**config.mk**
```make
export PLATFORM = sky130hd
export DESIGN_NAME = iterative_alu_unit
export DESIGN_NICKNAME = d
export VERILOG_FILES = /design/src/rtl/iterative_alu_unit_pkg.sv /design/src/rtl/iterative_alu_unit_addsub.sv /design/src/rtl/iterative_alu_unit.sv
export SDC_FILE = /design/constraint.sdc
export NUM_CORES = 1
export LEC_CHECK = 0
export BUFFER_PORTS_ARGS = -buffer_cell sky130_fd_sc_hd__buf_2
export CAP_MARGIN = 20
export CORE_MARGIN = 1.5
export CORE_UTILIZATION = 54
export DETAILED_ROUTE_END_ITERATION = 10
export HOLD_SLACK_MARGIN = 0.12
export PLACE_DENSITY = 0.78
export SYNTH_ARGS = -nofsm -noshare
export SYNTH_HDL_FRONTEND = slang
export SYNTH_SLANG_ARGS = --single-unit
```
**constraint.sdc**
```tcl
create_clock -name clk -period 3.2 [get_ports clk]
set_input_delay 0.32 -clock clk [delete_from_list [all_inputs] [get_ports clk]]
set_output_delay 0.32 -clock clk [all_outputs]
set_load 0.03 [all_outputs]
```
**src/rtl/iterative_alu_unit_pkg.sv**
```systemverilog
// Shared ALU select codes and flag bundle for the iterative execute-stage ALU.
package iterative_alu_unit_pkg;

  typedef enum logic [3:0] {
    ALU_ADD  = 4'd0,
    ALU_SUB  = 4'd1,
    ALU_AND  = 4'd2,
    ALU_OR   = 4'd3,
    ALU_XOR  = 4'd4,
    ALU_SLL  = 4'd5,
    ALU_SRL  = 4'd6,
    ALU_SRA  = 4'd7,
    ALU_SLT  = 4'd8,
    ALU_SLTU = 4'd9
  } alu_sel_e;

  typedef struct packed {
    logic zf;
    logic cf;
    logic vf;
    logic sf;
  } alu_flags_t;

  function automatic logic is_shift(input logic [3:0] sel);
    return sel inside {ALU_SLL, ALU_SRL, ALU_SRA};
  endfunction

endpackage

```
**src/rtl/iterative_alu_unit_addsub.sv**
```systemverilog
// Shared adder/subtractor: sub=1 computes a + ~b + 1, so cf=1 means no borrow.
module iterative_alu_unit_addsub #(
  parameter int XLEN = 32
) (
  input  logic [XLEN-1:0] a,
  input  logic [XLEN-1:0] b,
  input  logic            sub,
  output logic [XLEN-1:0] sum,
  output logic            cf,
  output logic            vf
);

  logic [XLEN-1:0] b_eff;

  assign b_eff     = sub ? ~b : b;
  assign {cf, sum} = {1'b0, a} + {1'b0, b_eff} + {{XLEN{1'b0}}, sub};
  // Signed overflow: both addends share a sign that the sum does not.
  assign vf        = (a[XLEN-1] == b_eff[XLEN-1]) && (sum[XLEN-1] != a[XLEN-1]);

endmodule

```
**src/rtl/iterative_alu_unit.sv**
```systemverilog
// Execute-stage ALU: single-cycle arithmetic/logic, iterative shifter of
// SHIFT_STEP bits per cycle, valid/ready on both sides, registered result+flags.
module iterative_alu_unit
  import iterative_alu_unit_pkg::*;
#(
  parameter int XLEN       = 32,
  parameter int SHIFT_STEP = 1
) (
  input  logic            clk,
  input  logic            rst,
  input  logic            flush,
  input  logic            in_valid,
  output logic            in_ready,
  input  logic [3:0]      alu_sel,
  input  logic [XLEN-1:0] op_a,
  input  logic [XLEN-1:0] op_b,
  output logic            out_valid,
  input  logic            out_ready,
  output logic [XLEN-1:0] result,
  output logic            zf,
  output logic            cf,
  output logic            vf,
  output logic            sf,
  output logic            busy
);

  typedef enum logic [1:0] {IDLE, SHIFT, DONE} state_e;

  localparam logic [4:0] STEP = 5'(SHIFT_STEP);

  state_e          state_q, state_d;
  logic [XLEN-1:0] shreg_q, shift_nxt;
  logic [4:0]      count_q, step_k;
  logic [3:0]      shop_q;
  logic [XLEN-1:0] result_q;
  alu_flags_t      flags_q;

  logic            accept;
  logic [XLEN-1:0] as_sum, alu_res;
  logic            as_cf, as_vf, alu_cf, alu_vf;

  iterative_alu_unit_addsub #(.XLEN(XLEN)) u_alu_addsub (
    .a   (op_a),
    .b   (op_b),
    .sub (alu_sel != ALU_ADD),
    .sum (as_sum),
    .cf  (as_cf),
    .vf  (as_vf)
  );

  assign accept = in_valid && in_ready;

  // NOTE: every always_comb output gets a default first, so no path can infer a latch.
  always_comb begin
    alu_res = '0;
    alu_cf  = 1'b0;
    alu_vf  = 1'b0;
    case (alu_sel)
      ALU_ADD, ALU_SUB: begin
        alu_res = as_sum;
        alu_cf  = as_cf;
        alu_vf  = as_vf;
      end
      ALU_AND:  alu_res = op_a & op_b;
      ALU_OR:   alu_res = op_a | op_b;
      ALU_XOR:  alu_res = op_a ^ op_b;
      ALU_SLT:  alu_res = {{(XLEN-1){1'b0}}, as_sum[XLEN-1] ^ as_vf};
      ALU_SLTU: alu_res = {{(XLEN-1){1'b0}}, ~as_cf};
      default:  alu_res = '0;
    endcase
  end

  // Last step clamps to the remaining count; SRA keeps replicating the original sign bit.
  always_comb begin
    step_k = (count_q < STEP) ? count_q : STEP;
    case (shop_q)
      ALU_SLL: shift_nxt = shreg_q << step_k;
      ALU_SRA: shift_nxt = $signed(shreg_q) >>> step_k;
      default: shift_nxt = shreg_q >> step_k;
    endcase
  end

  always_comb begin
    state_d = state_q;
    case (state_q)
      IDLE: if (accept) begin
        state_d = (is_shift(alu_sel) && op_b[4:0] != 5'd0) ? SHIFT : DONE;
      end
      SHIFT: begin
        if (flush)                  state_d = IDLE;
        else if (count_q == step_k) state_d = DONE;
      end
      DONE: if (flush || out_ready) state_d = IDLE;
      default: state_d = IDLE;
    endcase
  end

  // NOTE: sequential state is assigned with <= so every register samples pre-edge values.
  always_ff @(posedge clk or negedge rst) begin
    if (!rst) begin
      state_q  <= IDLE;
      shreg_q  <= '0;
      count_q  <= '0;
      shop_q   <= ALU_ADD;
      result_q <= '0;
      flags_q  <= '0;
    end else begin
      state_q <= state_d;
      if (accept) begin
        if (is_shift(alu_sel)) begin
          shreg_q <= op_a;
          count_q <= op_b[4:0];
          shop_q  <= alu_sel;
          if (op_b[4:0] == 5'd0) begin
            result_q <= op_a;
            flags_q  <= '{zf: (op_a == '0), cf: 1'b0, vf: 1'b0, sf: op_a[XLEN-1]};
          end
        end else begin
          result_q <= alu_res;
          flags_q  <= '{zf: (alu_res == '0), cf: alu_cf, vf: alu_vf, sf: alu_res[XLEN-1]};
        end
      end else if (state_q == SHIFT && !flush) begin
        shreg_q <= shift_nxt;
        count_q <= count_q - step_k;
        if (count_q == step_k) begin
          result_q <= shift_nxt;
          flags_q  <= '{zf: (shift_nxt == '0), cf: 1'b0, vf: 1'b0, sf: shift_nxt[XLEN-1]};
        end
      end
    end
  end

  assign in_ready  = (state_q == IDLE) && !flush;
  assign out_valid = (state_q == DONE);
  assign busy      = (state_q != IDLE);
  assign result    = result_q;
  assign zf        = flags_q.zf;
  assign cf        = flags_q.cf;
  assign vf        = flags_q.vf;
  assign sf        = flags_q.sf;

endmodule

```
==> results of run 1 <==
worst max-delay path, cell delays in order:
cell,delay (ns)
buf_8,0.10
nor4_4,0.36
buf_6,0.22
buf_4,0.15
xnor2_1,0.12
ha_2,0.34
o21ai_1,0.20
a21oi_1,0.13
o21ai_0,0.16
a21o_1,0.23
buf_6,0.15
nor4_2,0.04
or3b_4,0.38
xor2_2,0.20
a221o_1,0.36
a21oi_2,0.16
a21oi_1,0.08
routing by layer:
metal,vias to the layer above,track usage (%)
li1,4781,-
met1,4927,53.0
met2,676,60.2
met3,157,5.25
met4,0,17.9
met5,-,0
Yosys cell counts, types with 4 or more instances:
master	instances	area, um^2
a21oi_1	156	781
nand2_1	133	499
o21ai_0	123	616
nor2_1	120	450
ha_1	98	1230
dfrtp_1	78	1950
inv_1	74	278
clkbuf_1	67	251
xnor2_1	43	377
mux2i_1	25	250
a21o_1	24	180
a22oi_1	22	165
nand4_1	19	119
nor4_1	14	87.6
nand3_1	13	65.1
xor2_1	13	114
nor2b_1	12	75.1
o221ai_1	11	96.3
nor3_1	10	50.1
a221oi_1	9	78.8
or3_1	8	50.1
a211oi_1	7	52.6
a31oi_1	7	43.8
buf_1	7	26.3
o31ai_1	7	52.6
o21bai_1	6	45.0
a211o_1	5	43.8
nor4b_1	5	43.8
and2_1	4	25.0
o211ai_1	4	30.0
cells by family after synthesis:
family                   synth area share [%]
AO/OA/AOI/OAI                            28.8
AND/OR/NAND/NOR                          19.0
buffers and inverters                    6.67
adder cells (fa/ha/maj)                  14.4
flip-flops                               22.5
XOR/XNOR                                 5.66
multiplexers                             3.02
power groups by stage:
| stage | sequential (mW) | combinational [mW] | clock [mW] |
|---|---|---|---|
| finish | 1.84 | 4.53 | 1.13 |
| global route | 1.90 | 4.93 | 1.17 |
| CTS | 1.82 | 4.22 | 1.12 |
| detailed placement | 1.82 | 4.09 | 0 |
| global placement | 1.81 | 3.99 | 0 |
| floorplan | 2.11 | 2.25 | 0 |
path summary, 6_finish.rpt:
check	endpoint	slack, ns	startpoint	depth (start not counted)
max in group asynchronous	result[6]	2.17	rst	3
worst min register to register	result[16]	0.46	result[16]	2
min in group asynchronous	count_q[1]	0.44	rst	2
worst max register to register	zf	-0.15	count_q[4]	14
worst min-delay path	state_q[1]	0.24	flush	2
worst max-delay path	result[26]	-0.29	alu_sel[0]	17
per-stage QoR:
stage	utilization, %	TNS, ns	setup WS [ns]	instance area [um^2]
2_1_floorplan	-	-2.11	-0.337	8770
4_1_cts	72.8	-0.424	-0.0913	11500
3_3_place_gp	68.3	-9.96	-0.654	10800
5_1_grt	76.9	-3.73	-0.386	12100
3_5_place_dp	68.3	-11.43	-0.675	10800
6_report	76.9	-1.36	-0.294	12100
cell type report:
type / instances / area [um^2]
timing repair buffer: 334 / 2390
clock inverter: 4 / 70.1
tap: 216 / 270
antenna: 1 / 2.50
multi-input combinational: 956 / 6910
inverter: 74 / 278
sequential: 78 / 1950
fill: 1161 / 3640
clock buffer: 11 / 253
what timing repair did:
| action | 4_1_cts | 5_1_grt |
|---|---|---|
| gates cloned | 1 | 0 |
| hold buffers | 0 | 1 |
| pin swaps | 35 | 60 |
| setup endpoints to repair | 20 | 25 |
| resized for setup | 55 | 113 |
| setup buffers | 14 | 16 |
| endpoints found under the hold margin | 0 | 26 |
registers in the layout (all words and copies together), names as in the netlist:
name	count
result	32
state_q	2
vf	1
cf	1
shreg_q	32
zf	1
shop_q	4
count_q	5
==> results.yml, run 1 <==
sta:
  worst_pin_slew_ns: 0.777
  hold_violations: 0
  slew_headroom_pct: 48.2
  fin_crit_sh_pct: 109
  min_period_ns: 3.49
  max_freq_mhz: 286
  fin_ws_ns: -0.294
  rsz0062_at_grt: "yes"
  fin_skew_ns: 0.00352
  holdWs_ns: 0.245
  finalSetupViolations: 15
  drv_slew: 0
run:
  maxCapViolations: 0
critical_path:
  path_class: "in2reg"
  endpoint_kind: "flop"
  critPathMaxFanout: 8
  required_ns: 3.42
  worst_setup_path_start_kind: "input port"
  cp.arrival_ns: 3.72
placement:
  portBuffers: 111
  placedCellCount: 1626
  finalWeightedCongestion: 0.985
  dpl.hpwl_um: 24000
yosys:
  syn_inst: 1186
  ys_async_sr_fraction_pct: 100
  yosysUniqueCellTypes: 64
  ys_ff_latch: 78
  syn-cell-area_um2: 8670
  synth_ff_type: "dfrtp_1"
  syn-num-nets: 1358
  synth-warning-count: 0
  syn_avg_cell_area_um2: 7.31
  synth_enable_flop_cells: 0
  seq_area_frac_synth_pct: 22.5
drt:
  post-route-drc-count: 0
  wl_met1_um: 13400
  vias_per_cell: 6.30
  routed_wl_um: 33600
  wl_per_cell_um: 20.1
  vias: 10500
  dr_wl_met2_um: 15100
  dr.pass1.iters: 6
  drt_iter0_markers: 1247
  met3_length_um: 3410
  routed.top_layer: "met4"
  antenna_left: 0
floorplan:
  die_h_um: 130
  die-area_um2: 16800
  core_um2: 15800
  pin_count: 112
  fp-row-count: 46
  start_util_pct: 55.0
  die_x_um: 130
power_and_ir_drop:
  powerDensity_nw_per_um2: 618
  clock_power_share_pct: 15.1
  internal_power_mw: 3.91
  peakVddDrop_mv: 0.365
  p_leak_nw: 5.80
  pwr-share-seq_pct: 24.5
  p_total_mw: 7.50
  power.switching_mw: 3.59
  power.share.combinational_pct: 60.4
  switching_share_pct: 47.8
layout:
  drive_gt1_share_pct: 32.8
  area_delta_synth_final_pct: 39.9
  layout_common_cells: "buf_4 (203), nand2_1 (129), nor2_1 (117)"
  finalNetCount: 1625
  final_cells: 1674
  final_common_cell: "buf_4"
cts:
  cts-root-buf: "clkbuf_16"
  clk_pin_slew_ns: 0.06
  cts_tree: "built"
  clk_latency_ns: 0.34
  cts-buffers-inserted: 9
  htreeDepth: 3
  cts.sinks: 78
  cts_buffer_depth: 2
global_routing:
  grt_pass1_vias: 9621
  grtUsageTotal_pct: 38.5
  grt_overflow: 0
  grt_antenna_before_repair: 1
  grt_pass1_wl_um: 50300
  grt_max_degree: 79
outcome:
  outcome: "finished with violations"
  violations: "setup timing"
hold_path:
  hold_class: "in2reg"
Power figures use the tool's default switching activity.
==> run 2: changes to the inputs <==
--- a/config.mk
+++ b/config.mk
@@ -8,10 +8,11 @@
 export BUFFER_PORTS_ARGS = -buffer_cell sky130_fd_sc_hd__buf_2
 export CAP_MARGIN = 20
 export CORE_MARGIN = 1.5
-export CORE_UTILIZATION = 54
+export CORE_UTILIZATION = 55
+export CTS_BUF_LIST = sky130_fd_sc_hd__clkbuf_2
 export DETAILED_ROUTE_END_ITERATION = 10
 export HOLD_SLACK_MARGIN = 0.12
-export PLACE_DENSITY = 0.78
+export PLACE_DENSITY = 0.79
 export SYNTH_ARGS = -nofsm -noshare
 export SYNTH_HDL_FRONTEND = slang
 export SYNTH_SLANG_ARGS = --single-unit
==> results.yml, run 2 (synthesis results as in run 1) <==
outcome:
  outcome: "completed"
cts:
  clk_pin_slew_ns: 0.24
  cts.sinks: 78
  clk_latency_ns: 0.57
  cts_tree: "built"
  cts-root-buf: "clkbuf_2"
  cts-buffers-inserted: 9
  htreeDepth: 3
  cts_buffer_depth: 2
drt:
  drt_iter0_markers: 1264
  routed.top_layer: "met4"
  dr.pass1.iters: 6
  met3_length_um: 3350
  dr_wl_met2_um: 14000
  antenna_left: 0
  routed_wl_um: 31800
  vias: 10300
  post-route-drc-count: 0
  wl_per_cell_um: 19.2
  wl_met1_um: 12900
  vias_per_cell: 6.22
run:
  maxCapViolations: 0
sta:
  fin_skew_ns: 0.0267
  worst_pin_slew_ns: 0.816
  fin_crit_sh_pct: 99.6
  min_period_ns: 3.19
  max_freq_mhz: 314
  hold_violations: 0
  finalSetupTns_ns: 0
  rsz0062_at_grt: "yes"
  slew_headroom_pct: 45.6
  finalSetupViolations: 0
  drv_slew: 0
  fin_ws_ns: 0.0125
critical_path:
  crit_family: "compound AO/OA/AOI/OAI gates"
  crit_cells: 16
  path_class: "in2reg"
  crit_path_cell_trace: "buf_8 -> nor4_4 -> buf_4 -> xnor2_4 -> inv_2 -> fa_2 -> nand3b_1 -> a21o_1 -> a211o_1 -> a21o_1 -> a31oi_1 -> xnor2_1 -> o221ai_2 -> a211o_1 -> a211oi_2 -> a41o_1"
  endpoint_kind: "flop"
  required_ns: 3.74
  cp.arrival_ns: 3.73
  reg2reg_depth: 14
  critPathMaxFanout: 5
  crit_path_max_incr_delay_ns: 0.35
  worst_path_max_delay_cell: "fa_2"
  worst_setup_path_start_kind: "input port"
  cp.buffers_inverters: 3
global_routing:
  grt_pass1_vias: 9499
  grt_antenna_before_repair: 1
  grt_pass1_wl_um: 49800
  grt_overflow: 0
  grt_max_degree: 84
  grtUsageTotal_pct: 38.6
floorplan:
  start_util_pct: 56.6
  fp-row-count: 45
  pin_count: 112
  die_x_um: 129
  die_h_um: 129
  core_um2: 15300
  die-area_um2: 16500
power_and_ir_drop:
  p_leak_nw: 5.48
  powerDensity_nw_per_um2: 601
  p_total_mw: 6.75
  peakVddDrop_mv: 0.315
placement:
  placedCellCount: 1610
  dpl-instance-area_um2: 10700
  portBuffers: 111
  finalWeightedCongestion: 1.00
  post-place-ws_ns: -0.629
  dpl.hpwl_um: 23900
layout:
  finalNetCount: 1607
  area_delta_synth_final_pct: 29.7
  final_cells: 1653
  stdcell_area_um2: 11200
  final_common_cell: "buf_4"
  drive_gt1_share_pct: 25.3
  layout_common_cells: "buf_4 (185), a21oi_1 (143), nand2_1 (132)"
hold_path:
  hold_class: "in2reg"
  worstHoldPathCells: 5
==> run 2: changes by cell type in the layout (fill, tap and decap cells not counted), moves of 12 or more <==
cell           previous run  this run
a21oi_1                 115       143
a21oi_2                  34        13
dlygate4sd3_1             1        16
o21ai_0                  99       117
o21ai_1                  19         7
buf_6                    14         2
buf_4                   203       185
==> run 2: path summary, 6_finish.rpt <==
kind | from | slack (ns) | to
setup reg to reg | count_q[4] | 0.16 | zf
min in group asynchronous | rst | 0.66 | result[2]
hold reg to reg | result[18] | 0.49 | result[18]
hold / removal | out_ready | 0.16 | state_q[0]
setup / recovery | alu_sel[3] | 0.01 | zf
max in group asynchronous | rst | 1.95 | shreg_q[31]
==> run 2: final cells by class <==
class,count,area [um^2]
tap,211,264
timing repair buffer,316,2210
clock buffer,9,45.0
inverter,74,278
antenna,2,5.00
sequential,78,1950
multi-input combinational,956,6390
clock inverter,7,98.8
fill,1260,4070
==> run 2: worst reg2reg max path, delay by kind of cell (launching register included) <==
family | cells | cell delay [ns]
simple gates | 10 | 1.93
buf+inv | 2 | 0.26
fa+ha+maj | 1 | 0.18
compound gates | 1 | 0.19
flops | 1 | 0.46
==> run 2: repair_timing <==
item / 4_1_cts / 5_1_grt
gates resized for setup: 3 / 39
setup endpoints to repair: 1 / 20
pin swaps: 2 / 21
endpoints found under the hold margin: 91 / 12
hold buffers: 15 / 1
setup buffers: 0 / 8
==> run 2: metrics by stage <==
stage	hold WS (ns)	util, %
global placement	0.452	69.7
floorplan	0.0244	-
detailed placement	0.455	69.7
CTS	0.123	71.7
finish	0.161	73.4
global route	0.147	73.4
==> run 2: where the power goes <==
| group | internal (mW) | switching (mW) |
|---|---|---|
| clock network | 0.261 | 0.372 |
| logic | 1.66 | 2.63 |
| registers | 1.41 | 0.424 |
==> run 2: routing by layer <==
| metal | up-vias | global-route usage, % |
|---|---|---|
| li1 | 4738 | - |
| met5 | - | 0 |
| met3 | 136 | 6.61 |
| met2 | 633 | 59.2 |
| met4 | 0 | 17.2 |
| met1 | 4768 | 53.4 |
